[src/rtl/sr_ff_monitor_if.sv]
// Stimulus and result bundle between an SR flip-flop stimulus source and sr_ff_monitor.
// Coverage counters appear only when SR_FF_MONITOR_COVERAGE_EN is defined.
interface sr_ff_monitor_if #(
   parameter int CNT_W = 8
);
   logic             en;
   logic             s;
   logic             r;
   logic             q;
   logic             qbar;
   logic             exp_q;
   logic             valid;
   logic             err;
   logic [CNT_W-1:0] err_count;
   logic             forbid;
   logic [CNT_W-1:0] forbid_count;
   logic             halted;
`ifdef SR_FF_MONITOR_COVERAGE_EN
   logic [CNT_W-1:0] set_count;
   logic [CNT_W-1:0] clr_count;
   logic [CNT_W-1:0] hold_count;
`endif

   modport master (
      output en, s, r, q, qbar,
      input  exp_q, valid, err, err_count, forbid, forbid_count, halted
`ifdef SR_FF_MONITOR_COVERAGE_EN
      , input set_count, clr_count, hold_count
`endif
   );

   modport slave (
      input  en, s, r, q, qbar,
      output exp_q, valid, err, err_count, forbid, forbid_count, halted
`ifdef SR_FF_MONITOR_COVERAGE_EN
      , output set_count, clr_count, hold_count
`endif
   );
endinterface

[src/rtl/sr_ff_monitor.sv]
// Cycle-accurate response checker for a clocked SR flip-flop: one-step prediction, error/forbidden
// pulses and saturating counters. Optional input coverage counters under SR_FF_MONITOR_COVERAGE_EN.
module sr_ff_monitor #(
   parameter int CNT_W       = 8,
   parameter bit STOP_ON_ERR = 1'b0
) (
   input  logic           clk,
   input  logic           rst,
   sr_ff_monitor_if.slave mon
);
   localparam logic [1:0] UNSYNC = 2'd0;
   localparam logic [1:0] TRACK  = 2'd1;
   localparam logic [1:0] HALT   = 2'd2;

   logic [1:0]       state;
   logic             exp_q;
   logic             valid;
   logic             err;
   logic             forbid;
   logic [CNT_W-1:0] err_count;
   logic [CNT_W-1:0] forbid_count;
   logic             mism;
   logic             forb;
`ifdef SR_FF_MONITOR_COVERAGE_EN
   logic [CNT_W-1:0] set_count;
   logic [CNT_W-1:0] clr_count;
   logic [CNT_W-1:0] hold_count;
`endif

   function automatic logic nxt(input logic q, input logic s, input logic r);
      case ({s, r})
         2'b10:   return 1'b1;
         2'b01:   return 1'b0;
         default: return q;
      endcase
   endfunction

   function automatic logic [CNT_W-1:0] sat_inc(input logic [CNT_W-1:0] c);
      return (&c) ? c : c + CNT_W'(1);
   endfunction

   // An unresolved output (q==qbar) while tracking counts as a mismatch too.
   assign mism = (mon.q != exp_q) || (mon.q == mon.qbar);
   assign forb = mon.s & mon.r;

   always_ff @(posedge clk) begin
      if (rst) begin
         state        <= UNSYNC;
         exp_q        <= 1'b0;
         valid        <= 1'b0;
         err          <= 1'b0;
         forbid       <= 1'b0;
         err_count    <= '0;
         forbid_count <= '0;
      end else begin
         err    <= 1'b0;
         forbid <= 1'b0;
         if (mon.en) begin
            case (state)
               UNSYNC: begin
                  if (forb) begin
                     forbid       <= 1'b1;
                     forbid_count <= sat_inc(forbid_count);
                  end else if (mon.q != mon.qbar) begin
                     exp_q <= nxt(mon.q, mon.s, mon.r);
                     valid <= 1'b1;
                     state <= TRACK;
                  end
               end
               TRACK: begin
                  if (mism) begin
                     err       <= 1'b1;
                     err_count <= sat_inc(err_count);
                  end
                  if (forb) begin
                     forbid       <= 1'b1;
                     forbid_count <= sat_inc(forbid_count);
                     valid        <= 1'b0;
                     state        <= UNSYNC;
                  end else begin
                     exp_q <= nxt(mon.q, mon.s, mon.r);
                  end
                  // Halting wins over the resync transition on the same edge.
                  if (mism && STOP_ON_ERR)
                     state <= HALT;
               end
               default: ;
            endcase
         end
      end
   end

`ifdef SR_FF_MONITOR_COVERAGE_EN
   always_ff @(posedge clk) begin
      if (rst) begin
         set_count  <= '0;
         clr_count  <= '0;
         hold_count <= '0;
      end else if (mon.en && state != HALT) begin
         case ({mon.s, mon.r})
            2'b10:   set_count  <= sat_inc(set_count);
            2'b01:   clr_count  <= sat_inc(clr_count);
            2'b00:   hold_count <= sat_inc(hold_count);
            default: ;
         endcase
      end
   end

   assign mon.set_count  = set_count;
   assign mon.clr_count  = clr_count;
   assign mon.hold_count = hold_count;
`endif

   assign mon.exp_q        = exp_q;
   assign mon.valid        = valid;
   assign mon.err          = err;
   assign mon.err_count    = err_count;
   assign mon.forbid       = forbid;
   assign mon.forbid_count = forbid_count;
   assign mon.halted       = (state == HALT);
endmodule

[src/flat_wrapper.sv]
// flat-port wrapper written by rule: the top's interface ports become plain ports
module sr_ff_monitor_flat 
#(
   parameter int CNT_W       = 8,
   parameter bit STOP_ON_ERR = 1'b0
)
  (clk, rst, mon_en, mon_s, mon_r, mon_q, mon_qbar, mon_exp_q, mon_valid, mon_err, mon_err_count, mon_forbid, mon_forbid_count, mon_halted);
  sr_ff_monitor_if #(.CNT_W(CNT_W)) mon_i ();
  input  logic clk;
  input  logic rst;
  input wire logic [$bits(mon_i.en)-1:0] mon_en;
  input wire logic [$bits(mon_i.s)-1:0] mon_s;
  input wire logic [$bits(mon_i.r)-1:0] mon_r;
  input wire logic [$bits(mon_i.q)-1:0] mon_q;
  input wire logic [$bits(mon_i.qbar)-1:0] mon_qbar;
  output wire logic [$bits(mon_i.exp_q)-1:0] mon_exp_q;
  output wire logic [$bits(mon_i.valid)-1:0] mon_valid;
  output wire logic [$bits(mon_i.err)-1:0] mon_err;
  output wire logic [$bits(mon_i.err_count)-1:0] mon_err_count;
  output wire logic [$bits(mon_i.forbid)-1:0] mon_forbid;
  output wire logic [$bits(mon_i.forbid_count)-1:0] mon_forbid_count;
  output wire logic [$bits(mon_i.halted)-1:0] mon_halted;
  assign mon_i.en = mon_en;
  assign mon_i.s = mon_s;
  assign mon_i.r = mon_r;
  assign mon_i.q = mon_q;
  assign mon_i.qbar = mon_qbar;
  assign mon_exp_q = mon_i.exp_q;
  assign mon_valid = mon_i.valid;
  assign mon_err = mon_i.err;
  assign mon_err_count = mon_i.err_count;
  assign mon_forbid = mon_i.forbid;
  assign mon_forbid_count = mon_i.forbid_count;
  assign mon_halted = mon_i.halted;
  sr_ff_monitor #(.CNT_W(CNT_W), .STOP_ON_ERR(STOP_ON_ERR)) u_core (.clk(clk), .rst(rst), .mon(mon_i));
endmodule
[config.mk]
export PLATFORM = sky130hd
export DESIGN_NAME = sr_ff_monitor_flat
export DESIGN_NICKNAME = d
export VERILOG_FILES = /design/src/rtl/sr_ff_monitor_if.sv /design/src/rtl/sr_ff_monitor.sv /design/src/flat_wrapper.sv
export SDC_FILE = /design/constraint.sdc
export NUM_CORES = 1
export LEC_CHECK = 0
export CAP_MARGIN = 5
export CORE_ASPECT_RATIO = 1.25
export CORE_MARGIN = 1
export CORE_UTILIZATION = 58
export CTS_BUF_LIST = sky130_fd_sc_hd__clkbuf_8
export DETAILED_ROUTE_END_ITERATION = 6
export DONT_BUFFER_PORTS = 1
export PLACE_DENSITY_LB_ADDON = 0.3
export SYNTH_ARGS = -nofsm -noshare
export SYNTH_HDL_FRONTEND = slang
export SYNTH_SLANG_ARGS = --single-unit
[constraint.sdc]
create_clock -name clk -period 1.4 [get_ports clk]
set_input_delay 0.14 -clock clk [delete_from_list [all_inputs] [get_ports clk]]
set_output_delay 0.14 -clock clk [all_outputs]
set_load 0.03 [all_outputs]
==> flow_summary.toml, run 1 <==
[logic_synthesis]
syn_area_um2 = 1020
synth-edff-count = 0
synth-async-reset-ratio_pct = 0
synth_top_cell_by_area = "dfxtp_1"
ys_seq_elements = 20
yosys_warnings = 0
yosys-top-cells-area = "dfxtp_1 (39%), a21oi_1 (4.9%), ha_1 (4.9%), or4_1 (4.4%), nor2_1 (3.7%)"
synth.distinct_cells = 34
synth_top_area_share_pct = 39.2
synth_nets = 122
synth.avg_cell_area_um2 = 9.21
ys_seq_area_share_pct = 39.2
synthCells = 111
ys.flop_type = "dfxtp_1"

[clocking]
cts-root-buf = "clkbuf_8"
ctsLongestPathBuffers = 2
htreeDepth = 1
clock_sinks = 20
cts_buffers = 3

[floorplanning]
io_pins = 28
die_h_um = 48.9
initial_core_util_pct = 63.8
num_rows = 16
fp.dieW_um = 39.6

[placed_design]
port_buffers = 0
placed_area_um2 = 1320
place_hpwl_um = 1750
place_congestion = 0.747

[global_route]
grt_start_max_net_pins = 24
antenna_found_initial = 0

[outcome]
status = "stopped before the end"
lastStage = "global routing"
error = "[ERROR DPL-0033] detailed placement checks failed during check placement."

[timing]
worst_endpoint = "u_core.mon.err_count[4]$_SDFFE_PP0P_/D"
worst-ep-kind = "sequential cell input"
## cells in the mapped netlist, types with 2 or more instances
library cell and count:
nor2b_1 5, mux2_2 2, inv_1 4, a21oi_1 10
or3_1 2, xor2_1 4, dfxtp_1 20, o21ai_0 4
nand2_1 3, ha_1 4, nand4_1 3, nand2b_1 2
nor2_1 10, nand3_1 5, or4_1 6, mux2i_1 3
o31ai_1 5, and3_1 2, mux2_1 2
## per-stage QoR
| stage | hold slack [ns] | TNS, ns | utilization [%] | setup slack (ns) | cells |
|---|---|---|---|---|---|
| 4_1_cts | -0.0625 | -0.157 | 91.6 | -0.0565 | 165 |
| 3_5_place_dp | 0.208 | -0.0558 | 82.4 | -0.0341 | 153 |
| 3_3_place_gp | 0.205 | 0 | 82.4 | 0.00409 | 153 |
| 2_1_floorplan | 0.310 | -0.166 | - | -0.0608 | 111 |
## logic make-up after synthesis
logic type	after synthesis	synth area share [%]
buf+inv	7	2.94
other cells	1	0.367
fa+ha+maj	4	4.90
mux	7	7.34
simple gates	47	28.9
flops	20	39.2
xor+xnor	4	3.43
compound gates	21	13.0
## what timing repair did
action                     in CTS
buffers inserted                6
setup endpoints to repair       6
resized for setup               6
cloned                          0
pin swaps                       4
hold buffers                    2
hold endpoints to repair       17
==> inputs of run 2 (changes only) <==
--- a/config.mk
+++ b/config.mk
@@ -6,13 +6,11 @@
 export NUM_CORES = 1
 export LEC_CHECK = 0
 export CAP_MARGIN = 5
-export CORE_ASPECT_RATIO = 1.25
-export CORE_MARGIN = 1
-export CORE_UTILIZATION = 58
-export CTS_BUF_LIST = sky130_fd_sc_hd__clkbuf_8
+export CORE_AREA = 2 2 63 65
 export DETAILED_ROUTE_END_ITERATION = 6
+export DIE_AREA = 0 0 65 67
 export DONT_BUFFER_PORTS = 1
-export PLACE_DENSITY_LB_ADDON = 0.3
+export PLACE_DENSITY_LB_ADDON = 0.15
 export SYNTH_ARGS = -nofsm -noshare
 export SYNTH_HDL_FRONTEND = slang
 export SYNTH_SLANG_ARGS = --single-unit
==> constraint.sdc (replaced) <==
create_clock -name clk -period 1.8 [get_ports clk]
set_input_delay 0.18 -clock clk [delete_from_list [all_inputs] [get_ports clk]]
set_output_delay 0.18 -clock clk [all_outputs]
set_load 0.03 [all_outputs]
==> run 2 against run 1 <==
Compared with the run above: area after synthesis unchanged; synthesized cell count did not move; the flow now finishes without violations.
==> flow_summary.toml, run 2 <==
[worst_setup_path]
cp-start-kind = "register"
timing.rr.start = "u_core.mon.forbid_count[1]$_SDFFE_PP0P_"
crit_path_max_fanout = 10
critPathRequiredTime_ns = 1.98
endpoint_kind = "register"
r2r-end = "u_core.mon.forbid_count[5]$_SDFFE_PP0P_"
rrSetupSlack_ns = 0.26
crit_type = "reg2reg"
r2r_cells = 5
worst_ep_arrival_time_ns = 1.72

[global_route]
grt_pass1_vias = 886
track_usage_pct = 11.3
antenna_found_initial = 0
grt_pass1_wl_um = 3840
grt_start_max_net_pins = 18
overflow = 0

[power_and_ir_drop]
power_mw = 0.868
switchingPower_mw = 0.196
p_leak_nw = 0.481
p_sw_share_pct = 22.5
p_int_mw = 0.673
ir_worst_vdd_mv = 0.351
powerDensity_nw_per_um2 = 693
clock_power_share_pct = 38.9
seqPwrFrac_pct = 52.6
pwr-share-comb_pct = 8.4

[hold_path]
hp-start = "rst"
hold_depth = 2
min_to = "u_core.mon.err_count[1]$_SDFFE_PP0P_"
min-delay-path-class = "in2reg"

[timing]
hold_viol = 0
period_share_pct = 85.5
slew_headroom_pct = 55.5
fin_tns_setup_ns = 0
rsz0062_at_grt = "no"
worst-slew-pin-transition_ns = 0.665
drv_slew = 0
finalSetupViolations = 0
finalCriticalPeriod_ns = 1.54
fmax_mhz = 649
clock_skew_ns = 0.00215

[finish]
top_regs = "u_core.mon.err_count: 8 flops, u_core.mon.forbid_count: 8 flops"
finalInstanceArea_um2 = 1250
mostFrequentLayoutCell = "dfxtp_1"
drive_above_1_share_pct = 20.9
antenna_cells = 0
area_growth_pct = 22.5
fin_cells = 177
finalNetCount = 141
mostFrequentLayoutCells = "dfxtp_1 (20), buf_4 (16), a21oi_1 (10), nor2_1 (10), or4_1 (6)"

[clocking]
clock_sinks = 20
cts_resized = 0
cts_buffers = 3
cts-root-buf = "clkbuf_8"
clk_pin_slew_worst_paths_ns = 0.07
ctsLongestPathBuffers = 2
post_cts_buffers = 0
cts_tree = "built"
htreeDepth = 1
clk_latency_ns = 0.25

[routing]
drc = 0
via_per_inst = 4.92
avgRoutedWirePerCell_um = 12.6
vias = 870
dr.pass1.iters = 4
antenna_left = 0
drt_iter0_markers = 58
wl_um = 2230

[logic_synthesis]
yosys_warnings = 0
synth_top_area_share_pct = 39.2
synthCells = 111
ys.flop_type = "dfxtp_1"
yosys-top-cells-area = "dfxtp_1 (39%), a21oi_1 (4.9%), ha_1 (4.9%), or4_1 (4.4%), nor2_1 (3.7%)"
ys_seq_elements = 20
synth_common_cells = "dfxtp_1 (20), a21oi_1 (10), nor2_1 (10)"
synth.avg_cell_area_um2 = 9.21
synth_top_cell_by_area = "dfxtp_1"
synth.distinct_cells = 34
synth-edff-count = 0
synth.most_common_cell = "dfxtp_1"
syn_area_um2 = 1020
synth_nets = 122
ys_seq_area_share_pct = 39.2
synth-async-reset-ratio_pct = 0

[run]
cap_violations = 0

[floorplanning]
num_rows = 22
initial_core_util_pct = 28.3
dieArea_um2 = 4360
die_h_um = 67
core_region_area_um2 = 3610
io_pins = 28
fp.dieW_um = 65

[placed_design]
port_buffers = 0
placed_area_um2 = 1190
place_hpwl_um = 1740
place_congestion = 0.717
place_inst = 172

[outcome]
status = "finished, final reports clean"
==> run 2: cell counts after synthesis <==
Identical to the previous run, type by type.
==> run 2: per-stage QoR <==
step                util, %  setup slack, ns  hold WS, ns
floorplan                 -            0.103        0.356
global placement       32.9            0.276        0.253
detailed placement     32.9            0.269        0.255
CTS                    34.7            0.244       0.0982
global route           34.7            0.115        0.104
finish                 34.7            0.260        0.104
==> run 2: how the worst max path moves through the flow <==
stage,end,start,depth (start not counted),slack [ns]
2_1_floorplan,u_core.mon.err_count[6]$_SDFFE_PP0P_,u_core.mon.err_count[0]$_SDFFE_PP0P_,5,0.10
3_3_place_gp,u_core.mon.forbid_count[5]$_SDFFE_PP0P_,u_core.mon.forbid_count[1]$_SDFFE_PP0P_,5,0.28
3_5_place_dp,u_core.mon.forbid_count[5]$_SDFFE_PP0P_,u_core.mon.forbid_count[1]$_SDFFE_PP0P_,5,0.27
4_1_cts,u_core.mon.forbid_count[5]$_SDFFE_PP0P_,u_core.mon.forbid_count[1]$_SDFFE_PP0P_,5,0.24
5_1_grt,u_core.mon.err_count[6]$_SDFFE_PP0P_,u_core.mon.err_count[1]$_SDFFE_PP0P_,5,0.11
6_report,u_core.mon.forbid_count[5]$_SDFFE_PP0P_,u_core.mon.forbid_count[1]$_SDFFE_PP0P_,5,0.26
==> run 2: area by class of cell <==
type | instances | area, µm²
fillers | 369 | 2350
multi-input cells | 84 | 592
flip-flops and latches | 20 | 400
repair buffers | 17 | 130
well taps | 48 | 60.1
clock buffers | 4 | 55.1
inverters | 4 | 15.0
==> run 2: critical path: stages, from the launching register on <==
cell and delay (ns):
dfxtp_1 0.34, ha_1 0.22, nand3_1 0.13, o21ai_4 0.12, or4_1 0.50, a21oi_1 0.15
==> run 2: what timing repair did <==
item,CTS,global route
endpoints found under the hold margin,17,0
endpoints found under the setup margin,0,0
hold buffers,1,0
==> run 2: power groups by stage <==
stage               logic, mW  clock network, mW  registers [mW]
detailed placement     0.0664                  0           0.467
CTS                    0.0747              0.354           0.457
global route           0.0812              0.372           0.458
finish                 0.0732              0.338           0.457
global placement       0.0653                  0           0.467
floorplan              0.0429                  0           0.481
==> run 2: layer usage <==
layer / up-vias / track usage (%) / wire length [µm]
met3: 2 / 5.07 / 184
met1: 402 / 12.4 / 1020
met2: 26 / 20.0 / 1020
met5: - / 0 / 0
li1: 440 / - / -
met4: 0 / 2.39 / 12
==> run 2: cell families (layout without fill, tap and decap cells) <==
| group | count (synthesis) | after routing | synth area share [%] |
|---|---|---|---|
| compound gates | 21 | 21 | 13.0 |
| xor+xnor | 4 | 4 | 3.43 |
| fa+ha+maj | 4 | 4 | 4.90 |
| buf+inv | 7 | 25 | 2.94 |
| flops | 20 | 20 | 39.2 |
| mux | 7 | 7 | 7.34 |
| other cells | 1 | 1 | 0.367 |
| simple gates | 47 | 47 | 28.9 |
Power figures use the tool's default switching activity.
==> inputs of run 3 (changes only) <==
--- a/config.mk
+++ b/config.mk
@@ -10,6 +10,7 @@
 export DETAILED_ROUTE_END_ITERATION = 6
 export DIE_AREA = 0 0 65 67
 export DONT_BUFFER_PORTS = 1
+export MAX_ROUTING_LAYER = met4
 export PLACE_DENSITY_LB_ADDON = 0.15
 export SYNTH_ARGS = -nofsm -noshare
 export SYNTH_HDL_FRONTEND = slang
==> run 3 against run 2 <==
Compared with the run above: combinational power hardly changed; via count unchanged; clock skew stayed put; count of clock-buffer cells in the layout stayed put; sequential power barely moved; routed wire length unchanged; global-route usage grew 0.34 points; clock power is essentially flat.
==> flow_summary.toml, run 3 (synthesized netlist as in run 2, its figures left out) <==
[outcome]
status = "finished, final reports clean"

[floorplanning]
initial_core_util_pct = 28.3
num_rows = 22
io_pins = 28
die_h_um = 67
core_region_area_um2 = 3610
fp.dieW_um = 65
dieArea_um2 = 4360

[power_and_ir_drop]
ir_worst_vdd_mv = 0.351
clock_power_share_pct = 38.9
p_int_mw = 0.673
pwr-share-comb_pct = 8.4
seqPwrFrac_pct = 52.6
p_leak_nw = 0.481
switchingPower_mw = 0.196
powerDensity_nw_per_um2 = 693
p_sw_share_pct = 22.5

[finish]
fin_cells = 177
regArea_um2 = 400
finalNetCount = 141
top_regs = "u_core.mon.err_count: 8 flops, u_core.mon.forbid_count: 8 flops"
area_growth_pct = 22.5
mostFrequentLayoutCells = "dfxtp_1 (20), buf_4 (16), a21oi_1 (10), nor2_1 (10), or4_1 (6)"
antenna_cells = 0
mostFrequentLayoutCell = "dfxtp_1"
nFillCells = 369
multi_input_area_um2 = 592
drive_above_1_share_pct = 20.9

[routing]
antenna_left = 0
wl_um = 2230
vias = 870
via_per_inst = 4.92
drc = 0
dr.pass1.iters = 4
avgRoutedWirePerCell_um = 12.6
drt_iter0_markers = 58

[placed_design]
place_inst = 172
place_congestion = 0.726
port_buffers = 0
place_hpwl_um = 1740
dp_worst_setup_slack_ns = 0.269

[clocking]
cts-root-buf = "clkbuf_8"
ctsLongestPathBuffers = 2
clk_latency_ns = 0.25
clk_pin_slew_worst_paths_ns = 0.07
cts_buffers = 3
htreeDepth = 1
clock_sinks = 20
cts_tree = "built"

[worst_setup_path]
crit_path_top_delay_cell = "or4_1"
critPathRequiredTime_ns = 1.98
max_stage_delay_ns = 0.50
cp-start-kind = "register"
crit_type = "reg2reg"
cp_cell_sequence = "ha_1 > nand3_1 > o21ai_4 > or4_1 > a21oi_1"
crit_path_max_fanout = 10
worst_ep_arrival_time_ns = 1.72
endpoint_kind = "register"

[global_route]
grtUsageMet3_pct = 5.24
grt_busiest_layer = "met2"
grt_pass1_wl_um = 3860
overflow = 0
grt_start_max_net_pins = 18
grt_pass1_vias = 886
track_usage_pct = 11.6
antenna_found_initial = 0
grt_use_met2_pct = 20.0
gr-usage-met1_pct = 12.4

[timing]
fmax_mhz = 649
clock_skew_ns = 0.00215
worst-slew-pin-transition_ns = 0.665
finalCriticalPeriod_ns = 1.54
period_share_pct = 85.5
slew_headroom_pct = 55.5
finalSetupViolations = 0
fin_tns_setup_ns = 0
setup_slack_ns = 0.260
drv_slew = 0
hold_viol = 0
rsz0062_at_grt = "no"

[hold_path]
min-delay-path-class = "in2reg"

[run]
cap_violations = 0
==> run 3: power groups by stage <==
stage | combinational [mW] | sequential (mW) | clock (mW)
2_1_floorplan | 0.0429 | 0.481 | 0
3_3_place_gp | 0.0653 | 0.467 | 0
3_5_place_dp | 0.0664 | 0.467 | 0
4_1_cts | 0.0747 | 0.457 | 0.354
5_1_grt | 0.0812 | 0.458 | 0.372
6_report | 0.0732 | 0.457 | 0.338
==> run 3: final cells by class <==
cell class,instances,share of cell area (%)
inverter,4,1.20
clock buffer,4,4.40
timing repair buffer,17,10.4
sequential,20,32.0
tap,48,4.80
multi-input combinational,84,47.3
==> run 3: per-layer routing <==
| layer | wire length, µm | vias to the layer above |
|---|---|---|
| met3 | 184 | 2 |
| met2 | 1020 | 26 |
| met5 | 0 | - |
| li1 | - | 440 |
| met4 | 12 | 0 |
| met1 | 1020 | 402 |
==> run 3: final timing paths <==
path | startpoint | end | slack [ns] | cells after the start
setup / recovery | u_core.mon.forbid_count[1]$_SDFFE_PP0P_ | u_core.mon.forbid_count[5]$_SDFFE_PP0P_ | 0.26 | 5
hold / removal | rst | u_core.mon.err_count[1]$_SDFFE_PP0P_ | 0.10 | 2
setup reg to reg | u_core.mon.forbid_count[1]$_SDFFE_PP0P_ | u_core.mon.forbid_count[5]$_SDFFE_PP0P_ | 0.26 | 5
hold reg to reg | u_core.state[0]$_SDFFE_PP0P_ | u_core.mon.err$_SDFF_PP0_ | 0.54 | 2
==> run 3: repair_timing <==
item | CTS | global route
buffers inserted | 0 | 0
endpoints found under the hold margin | 17 | 0
hold buffers | 1 | 0
gates resized for setup | 0 | 0
==> run 3: critical path, delay by kind of cell (launching register included) <==
family	cells	cell delay, ns
AND/OR/NAND/NOR	2	0.63
flip-flops	1	0.34
AO/OA/AOI/OAI	2	0.27
adder cells (fa/ha/maj)	1	0.22
==> run 3: through the flow <==
step                      instance area (µm²)  power (mW)  utilization (%)  hold slack (ns)
after floorplan                          1020       0.524                -            0.356
after global routing                     1250       0.911             34.7            0.104
after detailed placement                 1190       0.534             32.9            0.255
after CTS                                1250       0.886             34.7           0.0982
after global placement                   1190       0.533             32.9            0.253
final                                    1250       0.868             34.7            0.104
==> inputs of run 4 (changes only) <==
--- a/config.mk
+++ b/config.mk
@@ -11,7 +11,7 @@
 export DIE_AREA = 0 0 65 67
 export DONT_BUFFER_PORTS = 1
 export MAX_ROUTING_LAYER = met4
-export PLACE_DENSITY_LB_ADDON = 0.15
+export PLACE_DENSITY = 0.42
 export SYNTH_ARGS = -nofsm -noshare
 export SYNTH_HDL_FRONTEND = slang
 export SYNTH_SLANG_ARGS = --single-unit
==> run 4 against run 3 <==
Compared with the run above: via count increased by 1.4%; sequential share of layout area is 0.36 points higher; fmax is 0.89% lower; clock skew about the same; core utilization shrank 0.38 points; cell count is 0.56% lower; hold slack lost 0.0011 ns; register-to-register slack about the same; largest power group unchanged; highest routed layer unchanged.
==> flow_summary.toml, run 4 (synthesized netlist as in run 2, its figures left out) <==
[outcome]
status = "finished, final reports clean"

[routing]
dr.pass1.iters = 4
drc = 0
avgRoutedWirePerCell_um = 13.2
wl_um = 2330
drt_iter0_markers = 44
vias = 882
antenna_left = 0
via_per_inst = 5.01

[hold_path]
min-delay-path-class = "in2reg"

[power_and_ir_drop]
seqPwrFrac_pct = 55.7
p_sw_share_pct = 23.6
ir_worst_vdd_mv = 0.226
powerDensity_nw_per_um2 = 662
clock_power_share_pct = 35.4
p_int_mw = 0.627
switchingPower_mw = 0.194
p_leak_nw = 0.474
pwr-share-comb_pct = 8.9

[timing]
slew_headroom_pct = 53.3
period_share_pct = 86.3
rsz0062_at_grt = "no"
finalSetupViolations = 0
drv_slew = 0
hold_viol = 0
finalCriticalPeriod_ns = 1.55
clock_skew_ns = 0.00166
fin_tns_setup_ns = 0
worst-slew-pin-transition_ns = 0.698
fmax_mhz = 644

[clocking]
cts_tree = "built"
cts_resized = 0
post_cts_buffers = 0
clock_sinks = 20
htreeDepth = 1
ctsLongestPathBuffers = 2
clk_pin_slew_worst_paths_ns = 0.07
cts-root-buf = "clkbuf_8"
clk_latency_ns = 0.25
cts_buffers = 3

[worst_setup_path]
cp-start-kind = "register"
crit_type = "reg2reg"
crit_path_max_fanout = 5
endpoint_kind = "register"
critPathRequiredTime_ns = 1.98
worst_ep_arrival_time_ns = 1.73

[global_route]
grt_start_max_net_pins = 18
grt_pass1_vias = 870
track_usage_pct = 11.8
antenna_found_initial = 0
overflow = 0
grt_pass1_wl_um = 3880

[finish]
antenna_cells = 0
fin_cells = 176
mostFrequentLayoutCell = "dfxtp_1"
finalNetCount = 141
mostFrequentLayoutCells = "dfxtp_1 (20), buf_4 (16), a21oi_1 (10), nor2_1 (10), or4_1 (6)"
nFillCells = 394
area_growth_pct = 21.2
top_regs = "u_core.mon.err_count: 8 flops, u_core.mon.forbid_count: 8 flops"
drive_above_1_share_pct = 20.3
finalInstanceArea_um2 = 1240

[placed_design]
placed_area_um2 = 1190
port_buffers = 0
place_congestion = 0.725
place_inst = 172
place_hpwl_um = 1750

[floorplanning]
core_region_area_um2 = 3610
fp.dieW_um = 65
num_rows = 22
io_pins = 28
initial_core_util_pct = 28.3
dieArea_um2 = 4360
die_h_um = 67

[run]
cap_violations = 0
## run 4: worst paths after layout
path,start,end,slack [ns],depth (start not counted)
setup / recovery,u_core.mon.err_count[1]$_SDFFE_PP0P_,u_core.mon.err_count[4]$_SDFFE_PP0P_,0.25,5
setup reg to reg,u_core.mon.err_count[1]$_SDFFE_PP0P_,u_core.mon.err_count[4]$_SDFFE_PP0P_,0.25,5
hold / removal,rst,u_core.mon.err_count[1]$_SDFFE_PP0P_,0.10,2
hold reg to reg,u_core.state[0]$_SDFFE_PP0P_,u_core.mon.err$_SDFF_PP0_,0.55,2
## run 4: timing repair
item	in CTS	in global routing
hold buffers	1	0
hold endpoints to repair	17	0
setup endpoints to repair	0	0
## run 4: stage by stage
stage	power [mW]	setup slack, ns	utilization [%]	hold WS, ns
4_1_cts	0.836	0.258	34.4	0.0984
6_report	0.820	0.246	34.4	0.103
5_1_grt	0.861	0.103	34.4	0.111
3_3_place_gp	0.533	0.279	32.9	0.254
2_1_floorplan	0.524	0.103	-	0.356
3_5_place_dp	0.533	0.275	32.9	0.256
## run 4: layout make-up
class	instances	area (µm²)	area share (%)
multi-input cells	84	592	47.8
flip-flops and latches	20	400	32.3
repair buffers	17	130	10.5
well taps	48	60.1	4.85
clock buffers	3	41.3	3.33
inverters	4	15.0	1.21
## run 4: worst max-delay path: stages, from the launching register on
cell and delay (ns):
dfxtp_1 0.34, ha_1 0.19, and3_1 0.19, nand3_2 0.12
or4_1 0.49, a21oi_1 0.15
## run 4: routing by layer
metal  wire length, µm  vias to the layer above  share of wire (%)  global-route usage [%]
met2              1060                       21                 45                    18.4
met3               119                        2                5.1                    2.53
met1              1140                      414                 49                    14.5
met4                14                        0               0.60                    5.59
li1                  -                      445                  -                       -
met5                 0                        -                  0                       -
## run 4: power by group through the flow
stage	clock network [mW]	logic, mW	registers [mW]
final	0.290	0.0727	0.457
after floorplan	0	0.0429	0.481
after detailed placement	0	0.0651	0.468
after global placement	0	0.0655	0.467
after CTS	0.305	0.0736	0.457
after global routing	0.322	0.0803	0.458
